<file path="config.mk">
export PLATFORM = sky130hd
export DESIGN_NAME = dpram_port_master
export DESIGN_NICKNAME = d
export VERILOG_FILES = /design/src/rtl/dpram_port_master.sv
export SDC_FILE = /design/constraint.sdc
export NUM_CORES = 1
export LEC_CHECK = 0
export CAP_MARGIN = 20
export CORE_MARGIN = 5
export CORE_UTILIZATION = 33
export CTS_CLUSTER_DIAMETER = 30
export DETAILED_ROUTE_END_ITERATION = 6
export PLACE_DENSITY = 0.57
export SYNTH_ARGS = -nofsm -noshare
export SYNTH_HDL_FRONTEND = slang
export SYNTH_SLANG_ARGS = --single-unit
</file>
<file path="constraint.sdc">
create_clock -name clka -period 3.7 [get_ports clka]
set_input_delay 0.37 -clock clka [delete_from_list [all_inputs] [get_ports clka]]
set_output_delay 0.37 -clock clka [all_outputs]
set_load 0.03 [all_outputs]
</file>
<file path="src/rtl/dpram_port_master.sv">
// dpram_port_master: initiator for one port of the dual-port byte-enabled RAM.
// Turns byte-addressed byte/half/word requests and word read bursts into RAM
// word accesses. Read data is right-justified and returned through a
// credit-limited response FIFO.
module dpram_port_master #(
    parameter int ADDR_W    = 12,
    parameter int RSP_DEPTH = 4
) (
    input  logic              clka,
    input  logic              rst,
    input  logic              req_valid,
    output logic              req_ready,
    input  logic              req_we,
    input  logic [ADDR_W-1:0] req_addr,
    input  logic [1:0]        req_size,
    input  logic              req_signed,
    input  logic [3:0]        req_len,
    input  logic [31:0]       req_wdata,
    output logic [31:0]       ram_addr,
    output logic              ram_we,
    output logic [3:0]        ram_be,
    output logic [31:0]       ram_din,
    input  logic [31:0]       ram_dout,
    output logic              rsp_valid,
    input  logic              rsp_ready,
    output logic [31:0]       rsp_data,
    output logic              rsp_last
);

    localparam int WA_W  = ADDR_W - 2;
    localparam int PTR_W = (RSP_DEPTH > 1) ? $clog2(RSP_DEPTH) : 1;
    localparam int CNT_W = $clog2(RSP_DEPTH + 1);

    typedef enum logic {
        IDLE,
        BURST
    } state_t;

    state_t          state_q;
    logic [WA_W-1:0] burstWa_q;
    logic [3:0]      beatsLeft_q;

    // Stage 1: RAM is sampling this beat's address. Stage 2: ram_dout is valid.
    logic            s1Valid_q, s1Signed_q, s1Last_q;
    logic [1:0]      s1Lane_q, s1Size_q;
    logic            s2Valid_q, s2Signed_q, s2Last_q;
    logic [1:0]      s2Lane_q, s2Size_q;

    logic [32:0]      fifoMem_q [RSP_DEPTH];
    logic [PTR_W-1:0] rdPtr_q, wrPtr_q;
    logic [CNT_W-1:0] fifoCount_q;

    logic [1:0]      inflight;
    logic            creditOk;
    logic            reqReady;
    logic            accept;
    logic            isWord;
    logic [WA_W-1:0] reqWa;
    logic [3:0]      wrBe;
    logic [31:0]     wrDin;
    logic [31:0]     fmtData;
    logic [31:0]     byteShift;
    logic [31:0]     halfShift;
    logic            push;
    logic            pop;

    assign inflight = {1'b0, s1Valid_q} + {1'b0, s2Valid_q};
    assign creditOk = ({{(32-CNT_W){1'b0}}, fifoCount_q} + {30'b0, inflight}) < 32'(RSP_DEPTH);
    assign reqReady = !rst && (state_q == IDLE) && (req_we || creditOk);
    assign accept   = req_valid && reqReady;
    assign isWord   = req_size[1];
    assign reqWa    = req_addr[ADDR_W-1:2];

    assign req_ready = reqReady;
    assign push      = s2Valid_q;
    assign rsp_valid = (fifoCount_q != '0);
    assign pop       = rsp_valid && rsp_ready;
    assign rsp_data  = rsp_valid ? fifoMem_q[rdPtr_q][31:0] : 32'h0;
    assign rsp_last  = rsp_valid ? fifoMem_q[rdPtr_q][32] : 1'b0;

    // Write lane steering: replicate the data and enable only the addressed lanes.
    always_comb begin
        wrBe  = 4'h0;
        wrDin = req_wdata;
        case (req_size)
            2'd0: begin
                wrBe  = 4'b0001 << req_addr[1:0];
                wrDin = {4{req_wdata[7:0]}};
            end
            2'd1: begin
                wrBe  = req_addr[1] ? 4'b1100 : 4'b0011;
                wrDin = {2{req_wdata[15:0]}};
            end
            default: begin
                wrBe  = 4'hF;
                wrDin = req_wdata;
            end
        endcase
    end

    // Read lane select and extension, using the size/lane carried with the beat.
    always_comb begin
        byteShift = ram_dout >> {s2Lane_q, 3'b000};
        halfShift = ram_dout >> {s2Lane_q[1], 4'b0000};
        case (s2Size_q)
            2'd0:    fmtData = s2Signed_q ? {{24{byteShift[7]}}, byteShift[7:0]}
                                          : {24'h0, byteShift[7:0]};
            2'd1:    fmtData = s2Signed_q ? {{16{halfShift[15]}}, halfShift[15:0]}
                                          : {16'h0, halfShift[15:0]};
            default: fmtData = ram_dout;
        endcase
    end

    // Request FSM: issues RAM accesses with registered RAM-side outputs.
    always_ff @(posedge clka) begin
        if (rst) begin
            state_q     <= IDLE;
            burstWa_q   <= '0;
            beatsLeft_q <= '0;
            ram_addr    <= 32'h0;
            ram_we      <= 1'b0;
            ram_be      <= 4'h0;
            ram_din     <= 32'h0;
            s1Valid_q   <= 1'b0;
            s1Signed_q  <= 1'b0;
            s1Last_q    <= 1'b0;
            s1Lane_q    <= 2'd0;
            s1Size_q    <= 2'd0;
            s2Valid_q   <= 1'b0;
            s2Signed_q  <= 1'b0;
            s2Last_q    <= 1'b0;
            s2Lane_q    <= 2'd0;
            s2Size_q    <= 2'd0;
        end else begin
            ram_we     <= 1'b0;
            ram_be     <= 4'h0;
            s1Valid_q  <= 1'b0;
            s2Valid_q  <= s1Valid_q;
            s2Signed_q <= s1Signed_q;
            s2Last_q   <= s1Last_q;
            s2Lane_q   <= s1Lane_q;
            s2Size_q   <= s1Size_q;
            case (state_q)
                IDLE: begin
                    if (accept) begin
                        ram_addr <= 32'(reqWa);
                        if (req_we) begin
                            ram_we  <= 1'b1;
                            ram_be  <= wrBe;
                            ram_din <= wrDin;
                        end else begin
                            s1Valid_q  <= 1'b1;
                            s1Lane_q   <= req_addr[1:0];
                            s1Size_q   <= req_size;
                            s1Signed_q <= req_signed;
                            s1Last_q   <= !(isWord && (req_len != 4'd0));
                            if (isWord && (req_len != 4'd0)) begin
                                state_q     <= BURST;
                                burstWa_q   <= reqWa + WA_W'(1);
                                beatsLeft_q <= req_len;
                            end
                        end
                    end
                end
                BURST: begin
                    if (creditOk) begin
                        ram_addr    <= 32'(burstWa_q);
                        s1Valid_q   <= 1'b1;
                        s1Lane_q    <= 2'd0;
                        s1Size_q    <= 2'd2;
                        s1Signed_q  <= 1'b0;
                        s1Last_q    <= (beatsLeft_q == 4'd1);
                        burstWa_q   <= burstWa_q + WA_W'(1);
                        beatsLeft_q <= beatsLeft_q - 4'd1;
                        if (beatsLeft_q == 4'd1) begin
                            state_q <= IDLE;
                        end
                    end
                end
                default: state_q <= IDLE;
            endcase
        end
    end

    // Response FIFO pointers and occupancy; push and pop together keep the count.
    always_ff @(posedge clka) begin
        if (rst) begin
            rdPtr_q     <= '0;
            wrPtr_q     <= '0;
            fifoCount_q <= '0;
        end else begin
            if (push) begin
                wrPtr_q <= (wrPtr_q == PTR_W'(RSP_DEPTH - 1)) ? '0 : wrPtr_q + PTR_W'(1);
            end
            if (pop) begin
                rdPtr_q <= (rdPtr_q == PTR_W'(RSP_DEPTH - 1)) ? '0 : rdPtr_q + PTR_W'(1);
            end
            if (push && !pop) begin
                fifoCount_q <= fifoCount_q + CNT_W'(1);
            end else if (pop && !push) begin
                fifoCount_q <= fifoCount_q - CNT_W'(1);
            end
        end
    end

    // Response FIFO storage: formatted read data plus its last-beat flag.
    always_ff @(posedge clka) begin
        if (push) begin
            fifoMem_q[wrPtr_q] <= {s2Last_q, fmtData};
        end
    end

endmodule
</file>
Word-level counts from Yosys, hierarchy flattened
Memories as Yosys holds them, arrays and structs flattened. A register that Yosys moved wholly into a read port is not among the register bits.
Cells that the tools add are included.
{"block": "classes", "add_sub_neg": 9, "n_shift": 3, "n_eq_ne": 9, "n_bitwise": 3, "muxes": 56, "reduce_logical": 23, "order_cmp": 1}
{"cell": "32-bit one-hot mux with 2 select lines", "count": 3}
{"cell": "32-bit two-way mux", "count": 5}
{"cell": "10-bit two-way mux", "count": 4}
{"cell": "32-bit by 5-bit right shift with 16-bit output", "count": 1}
{"cell": "32-bit by 5-bit right shift with 8-bit output", "count": 1}
{"cell": "10-bit by 1-bit adder with 10-bit output, second input constant", "count": 2}
{"cell": "2-bit two-way mux", "count": 10}
{"cell": "4-bit two-way mux", "count": 5}
{"cell": "10-bit one-hot mux with 2 select lines", "count": 1}
{"cell": "1-bit two-way mux", "count": 18}
{"cell": "4-bit one-hot mux with 2 select lines", "count": 2}
{"cell": "1-bit one-hot mux with 2 select lines", "count": 4}
{"cell": "2-bit one-hot mux with 2 select lines", "count": 2}
{"cell": "1-bit logical AND", "count": 7}
{"cell": "3-bit two-way mux", "count": 2}
{"cell": "3-bit AND reduction", "count": 2}
{"cell": "2-bit by 1-bit adder with 2-bit output, second input constant", "count": 2}
{"cell": "3-bit by 2-bit adder with 4-bit output", "count": 1}
{"cell": "2-bit by 1-bit equality test with 1-bit output, second input constant", "count": 2}
{"cell": "2-bit equality test, second input constant", "count": 2}
{"cell": "4-bit by 1-bit equality test with 1-bit output, second input constant", "count": 1}
{"cell": "1-bit logical NOT", "count": 4}
{"cell": "2-bit logical NOT", "count": 2}
{"cell": "4-bit by 3-bit less-than comparator with 1-bit output, second input constant", "count": 1}
{"cell": "other kinds (16)", "count": 20}
{"block": "totals", "regBits": 105, "ram_bits": 132, "inputBits": 88, "n_memories": 1, "wordCells": 125}
{"name": "fifoMem_q", "words": 4, "word_bits": 33, "read_ports": 1, "rd_ports_with_merged_regs": 1, "wr": 1, "line": "49", "text": "logic [32:0] fifoMem_q [RSP_DEPTH];"}

Logic depth before layout (Yosys ltp)
Gate-level depths: netlist of the first run.
{"block": "depth", "word_depth": 8, "mapped_depth": 11}

Worst setup path before layout of the first run
Ideal clock, no wire load.
{"block": "synth_path", "path_kind": "register to register", "startpoint": "register state_q", "endpoint": "register burstWa_q[8]", "path_slack_ns": 1.460, "setup_ns": 0.087, "stages_incl_launch_ff": 11, "t_required_ns": 3.613, "arrival_ns": 2.153, "path_cell_list": "dfxtp_1 > buf_2 > buf_2 > buf_2 > mux2_2 > ha_1 > nand4b_1 > a22o_1 > nor2_1 > xor2_1 > o31ai_1"}
{"block": "synth_via", "elab_chain_len": 6, "word_cells_on_any_way": 10, "classes_between": "eq/ne: 4; mux: 1; bitwise: 1; reduce/logical: 4"}
{"item": "start: declaration", "line": "39", "text": "state_t state_q;"}
{"item": "start signal: assignment", "line": "117", "text": "state_q <= IDLE;"}
{"item": "start signal: assignment", "line": "158", "text": "state_q <= BURST;"}
{"item": "start signal: assignment", "line": "176", "text": "state_q <= IDLE;"}
{"item": "1-bit NOT (no line)"}
{"item": "1-bit logical AND (2 in a row)", "line": "69", "text": "assign reqReady = !rst && (state_q == IDLE) && (req_we || creditOk);"}
{"item": "1-bit logical AND", "line": "70", "text": "assign accept = req_valid && reqReady;"}
{"item": "2-bit inequality test (no line)"}
{"item": "4-bit AND reduction (no line)"}
{"item": "end signal: assignment", "line": "159", "text": "burstWa_q <= reqWa + WA_W'(1);"}
{"item": "end signal: assignment", "line": "173", "text": "burstWa_q <= burstWa_q + WA_W'(1);"}
{"item": "end: declaration", "line": "40", "text": "logic [WA_W-1:0] burstWa_q;"}
Parallel ways exist; a longest one is shown, timed or not.
A chain may end at the register's enable or synchronous reset.

==> impl_metrics.py, run 1 <==
metrics = {
    "finish": {
        "final_cell_area_um2": 13650,
        "final_cells": 1425,
        "drive_gt1_share_pct": 14.22,
        "diodes": 0,
        "fin_util_pct": 47.29,
        "fin_nets": 1095,
        "syn_to_final_growth_pct": 40.57,
    },
    "timing": {
        "period_minus_slack_ns": 2.975,
        "finClkSkew_ns": 0.03020,
        "max_freq_mhz": 336.1,
        "hold_viol_final": 0,
        "slew_violations": 0,
        "rsz0062_at_grt": "false",
        "tightest_slew_ns": 0.8553,
        "slew_headroom_pct": 42.93,
        "fin_crit_sh_pct": 80.41,
        "tns_ns": 0,
        "setup_viol": 0,
        "setup_ws_ns": 0.7248,
    },
    "pwr": {
        "p_per_area_nw_per_um2": 728.5,
        "leakage_nw": 4.939,
        "ir_drop_v": 0.0005802,
    },
    "drt": {
        "drt_iter0_drc": 271,
        "routedWlPerCell_um": 17.78,
        "ant_nets": 0,
        "remaining_drc_errors": 0,
        "num_vias": 6898,
        "first_pass_iters": 4,
        "wl_um": 25330,
        "via_per_inst": 4.841,
    },
    "logic_synthesis": {
        "seq_area_frac_synth_pct": 58.35,
        "ys.flop_type": "edfxtp_1",
        "synthArstFlopShare_pct": 0,
        "ys_ff_latch": 217,
        "synth_area_per_cell_um2": 12.05,
        "postSynthCellCount": 806,
        "synth.cell_area_um2": 9709,
        "yosysWarnings": 0,
        "synth-edff-count": 132,
        "ys_types": 64,
    },
    "worst_hold_path": {
        "worstHoldPathType": "input port to register",
        "holdPathStages": 2,
    },
    "floorplan": {
        "die_w_um": 181.5,
        "die-area_um2": 32950,
        "coreArea_um2": 28860,
        "die_y_um": 181.5,
        "rows": 62,
        "initial_utilization_pct": 33.65,
        "ios": 192,
    },
    "setup_path": {
        "arrival_ns": 2.61,
        "slowest_stage": "dfxtp_1",
        "reg2regPathDepth": 9,
        "cp-end-kind": "primary output",
        "cpPeakStageDelay_ns": 0.68,
        "path_cells": "buf_12, mux4_2, and2_1, clkdlybuf4s50_1",
        "cp.required_ns": 3.33,
        "cp_max_fo": 24,
        "worstSetupStartpointType": "register",
        "critPathKind": "register to primary output",
    },
    "global_routing": {
        "grt_pass1_wl_um": 39350,
        "antenna_found_initial": 1,
        "grt_max_degree": 57,
        "grt_use_total_pct": 14.80,
        "grt_pass1_vias": 7138,
        "grt_overflow": 0,
    },
    "job": {
        "cap_violations": 0,
    },
    "placement": {
        "port_buffers": 169,
        "place_ws_ns": 1.087,
        "place_congestion": 0.7882,
        "place_area_um2": 11730,
        "hpwl_um": 16970,
        "dpl.cell_count": 1324,
    },
    "clock_network": {
        "cts_made_buffers": 54,
        "hold_buffers": 0,
        "h-tree-depth": 2,
        "root_buffer": "clkbuf_16",
        "clkTransAtPathRegs_ns": 0.04,
        "cts_tree": "done",
        "clkLatencyLatePin_ns": 0.55,
        "cts_max_path_buffers": 3,
        "cts_setup_buffers": 0,
        "cts_resized": 0,
        "cts.sinks": 217,
    },
    "run_status": {
        "status": "finished clean",
    },
}
==> per-stage QoR <==
step / hold WS, ns / power (mW)
after floorplan: 0.4093 / 4.260
after global placement: 0.4417 / 5.130
after detailed placement: 0.4445 / 5.152
after CTS: 0.2528 / 10.09
after global routing: 0.2809 / 10.36
final: 0.2640 / 9.943
==> cell usage in the layout (no fill, tap or decap), types with 18 or more instances in the layout <==
cell and n:
and2_1 38, o21ai_0 28, conb_1 22, mux4_2 34
clkdlybuf4s50_1 168, nor2_1 61, inv_1 26, a21oi_1 38
clkbuf_16 55, edfxtp_1 132, mux2i_1 34, dfxtp_1 84
a211oi_1 18, nand2_1 100
==> kinds of logic after synthesis <==
| logic type | synth area share [%] |
|---|---|
| other | 0.03862 |
| XOR/XNOR | 0.2707 |
| adder cells (fa/ha/maj) | 1.495 |
| AO/OA/AOI/OAI | 11.20 |
| AND/OR/NAND/NOR | 11.83 |
| buffers and inverters | 5.193 |
| flip-flops | 58.35 |
| multiplexers | 11.62 |
==> layer usage <==
| metal | wire (um) | GRT usage, % |
|---|---|---|
| met1 | 11080 | 18.95 |
| met2 | 11820 | 24.26 |
| met3 | 2034 | 5.262 |
| met4 | 392 | 3.332 |
| met5 | 7 | 0 |
==> registers in the layout (all words and copies together), names as in the netlist, 2 cells and up, named ones only <==
name / cells
rdPtr_q: 2
ram_din: 32
fifoMem_q: 132
s2Size_q: 2
beatsLeft_q: 4
ram_be: 4
s1Size_q: 2
burstWa_q: 10
wrPtr_q: 2
fifoCount_q: 3
s2Lane_q: 2
ram_addr: 10
s1Lane_q: 2
==> cells in the mapped netlist (11+ instances only) <==
cell type  number  area [um^2]
a211oi_1       18        135.1
a21oi_1        38        190.2
a221o_1        14        140.1
and2_1         38        237.7
buf_4          23        172.7
clkbuf_1       38        142.6
dfxtp_1        85         1702
edfxtp_1      132         3964
inv_1          26        97.59
mux2i_1        34        340.3
mux4_2         34        765.7
nand2_1       100        375.4
nor2_1         61        229.0
nor2b_1        14        87.58
o211ai_1       11        82.58
o21ai_0        28        140.1
==> report_power, final <==
group	internal, mW	switching, mW
Clock	3.51	1.37
Combinational	0.987	1.29
Sequential	2.70	0.0959
==> worst max-delay path: cells and delay by family (launching register included) <==
kind	cells	cell delay (ns)
flops	1	0.68
mux	1	0.32
buf+inv	2	0.87
simple gates	1	0.20
==> area by class of cell <==
class | instances | area [um^2]
Clock buffer | 67 | 1451
Clock inverter | 34 | 471.7
Fill cell | 2654 | 15210
Inverter | 28 | 105.1
Multi-Input combinational cell | 507 | 3618
Sequential cell | 217 | 5667
Tap cell | 384 | 480.5
Timing Repair Buffer | 188 | 1854
==> final timing paths <==
path / startpoint / end / slack [ns]
worst max-delay path: register / rsp_data[31] / 0.72
worst max register to register: fifoCount_q[0]$_SDFFE_PP0P_ / fifoCount_q[2]$_SDFFE_PP0P_ / 1.17
worst min register to register: burstWa_q[9]$_SDFFE_PP0P_ / burstWa_q[9]$_SDFFE_PP0P_ / 0.45
worst min-delay path: rst / s1Size_q[1]$_SDFFE_PP0P_ / 0.26
(Power assumes the default switching activity.)
==> inputs of run 2 (changes only) <==
Clock period 3.7 ns to 2.9 ns, I/O delays scaled along.
==> run 2 against run 1 <==
  * Core utilization fell by 0.16 points
  * Sequential cell count did not move
  * First-iteration DRC count rose by 25%
  * Clock skew rose by 0.018 ns
  * Worst setup slack got worse by 0.62 ns
  * Register-to-register slack got worse by 0.64 ns
  * Critical path type unchanged
  * Critical endpoint unchanged
  * Largest cell class unchanged
==> impl_metrics.py, run 2 (synthesized netlist as in run 1, its figures left out) <==
metrics = {
    "clock_network": {
        "cts_tree": "done",
        "root_buffer": "clkbuf_16",
        "cts.sinks": 217,
        "clkLatencyLatePin_ns": 0.56,
        "h-tree-depth": 2,
        "cts_made_buffers": 52,
        "cts_max_path_buffers": 3,
        "clkTransAtPathRegs_ns": 0.04,
    },
    "drt": {
        "routedWlPerCell_um": 17.59,
        "num_vias": 6996,
        "drt_iter0_drc": 339,
        "first_pass_iters": 5,
        "ant_nets": 0,
        "remaining_drc_errors": 0,
        "wl_um": 25090,
        "via_per_inst": 4.906,
    },
    "timing": {
        "holdWs_ns": 0.1522,
        "max_freq_mhz": 357.6,
        "fin_crit_sh_pct": 96.43,
        "tightest_slew_ns": 0.8824,
        "finClkSkew_ns": 0.04820,
        "setup_viol": 0,
        "setup_ws_ns": 0.1034,
        "slew_headroom_pct": 41.12,
        "period_minus_slack_ns": 2.797,
        "slew_violations": 0,
        "rsz0062_at_grt": "false",
        "tns_ns": 0,
        "hold_viol_final": 0,
    },
    "worst_hold_path": {
        "holdPathStages": 2,
        "worstHoldPathType": "input port to register",
        "hold_start": "rst",
        "min_to": "beatsLeft_q[1]$_SDFFE_PP0P_",
    },
    "floorplan": {
        "die-area_um2": 32950,
        "coreArea_um2": 28860,
        "ios": 192,
        "die_y_um": 181.5,
        "rows": 62,
        "die_w_um": 181.5,
        "initial_utilization_pct": 33.65,
    },
    "setup_path": {
        "cp_max_fo": 33,
        "arrival_ns": 2.51,
        "reg2regPathDepth": 6,
        "cp.required_ns": 2.61,
        "cp-end-kind": "primary output",
        "reg2reg_to": "beatsLeft_q[0]$_SDFFE_PP0P_",
        "worstSetupStartpointType": "register",
        "reg2reg_from": "fifoCount_q[0]$_SDFFE_PP0P_",
        "r2r_slack_ns": 0.53,
        "critPathKind": "register to primary output",
    },
    "finish": {
        "final.fill_count": 2663,
        "final_cell_area_um2": 13600,
        "fin_util_pct": 47.13,
        "mostFrequentLayoutCell": "clkdlybuf4s50_1",
        "largest_reg_flops": 132,
        "diodes": 0,
        "layout_common_cells": "167 x clkdlybuf4s50_1, 132 x edfxtp_1, 100 x nand2_1",
        "final_cells": 1426,
        "regMostFlops": "fifoMem_q",
        "fin_nets": 1097,
        "syn_to_final_growth_pct": 40.09,
        "drive_gt1_share_pct": 14.88,
        "top_regs": "fifoMem_q x132, ram_din x32",
    },
    "placement": {
        "place_area_um2": 11740,
        "port_buffers": 169,
        "place_congestion": 0.7545,
        "dpl.cell_count": 1328,
        "hpwl_um": 16740,
        "place_ws_ns": 0.3160,
    },
    "global_routing": {
        "grt_max_degree": 50,
        "grt.met2_usage_pct": 23.56,
        "met1_usage_pct": 19.61,
        "use_met3_pct": 5.202,
        "antenna_found_initial": 2,
        "busiest_layer": "met2",
        "grt_pass1_wl_um": 39800,
        "grt_overflow": 0,
        "grt_pass1_vias": 7210,
        "grt_use_total_pct": 14.84,
    },
    "run_status": {
        "status": "finished clean",
    },
    "pwr": {
        "p_total_mw": 12.43,
        "ir_drop_v": 0.0005173,
        "p_per_area_nw_per_um2": 914.0,
        "leakage_nw": 4.930,
    },
    "job": {
        "cap_violations": 0,
    },
}
[run 2: cell types whose count changed in the layout (fill, tap and decap cells not counted), sizes merged]
cell           delta
clkinv            -3
inv               +2
bufinv            -3
buf               +4
clkdlybuf4s50     -1
clkbuf            -1
dlymetal6s2s      +1
clkinvlp          +2
[run 2: per-layer routing]
layer  vias up  part of all wire [%]
li1       3338                     -
met1      3366                    44
met2       250                    46
met3        38                   8.9
met4         4                   1.4
met5         -                  0.10
[run 2: worst max-delay path by stage]
stage	from	to	slack, ns	cells past startpoint
2_1_floorplan	state_q$_SDFF_PP0_	burstWa_q[8]$_SDFFE_PP0P_	0.66	10
3_3_place_gp	req_valid	beatsLeft_q[0]$_SDFFE_PP0P_	0.39	6
3_5_place_dp	req_valid	beatsLeft_q[0]$_SDFFE_PP0P_	0.32	6
4_1_cts	fifoCount_q[0]$_SDFFE_PP0P_	req_ready	0.02	5
5_1_grt	register	rsp_data[31]	0.01	4
6_report	register	rsp_data[31]	0.10	4
[run 2: timing repair]
action / CTS / global route
resized for setup: 1 / 1
endpoints found under the setup margin: 1 / 1
buffers inserted: 0 / 0
hold buffers: 0 / 0
[run 2: report_power, final]
part	internal, mW	switching, mW
combinational	1.27	1.65
sequential	3.44	0.103
clock	4.14	1.83
total	8.85	3.58
[run 2: area by class of cell]
type / count / area, um^2 / area share, %
Tap cell: 384 / 480.5 / 3.532
Clock buffer: 66 / 1404 / 10.32
Sequential cell: 217 / 5667 / 41.66
Multi-Input combinational cell: 507 / 3618 / 26.60
Timing Repair Buffer: 192 / 1878 / 13.81
Inverter: 28 / 105.1 / 0.7727
Clock inverter: 32 / 449.2 / 3.302
[run 2: worst max-delay path, cell delays in order (launching register included)]
cell and delay (ns):
dfxtp_1 0.30, buf_4 0.44, mux4_2 0.43, and2_1 0.18
clkdlybuf4s50_1 0.58
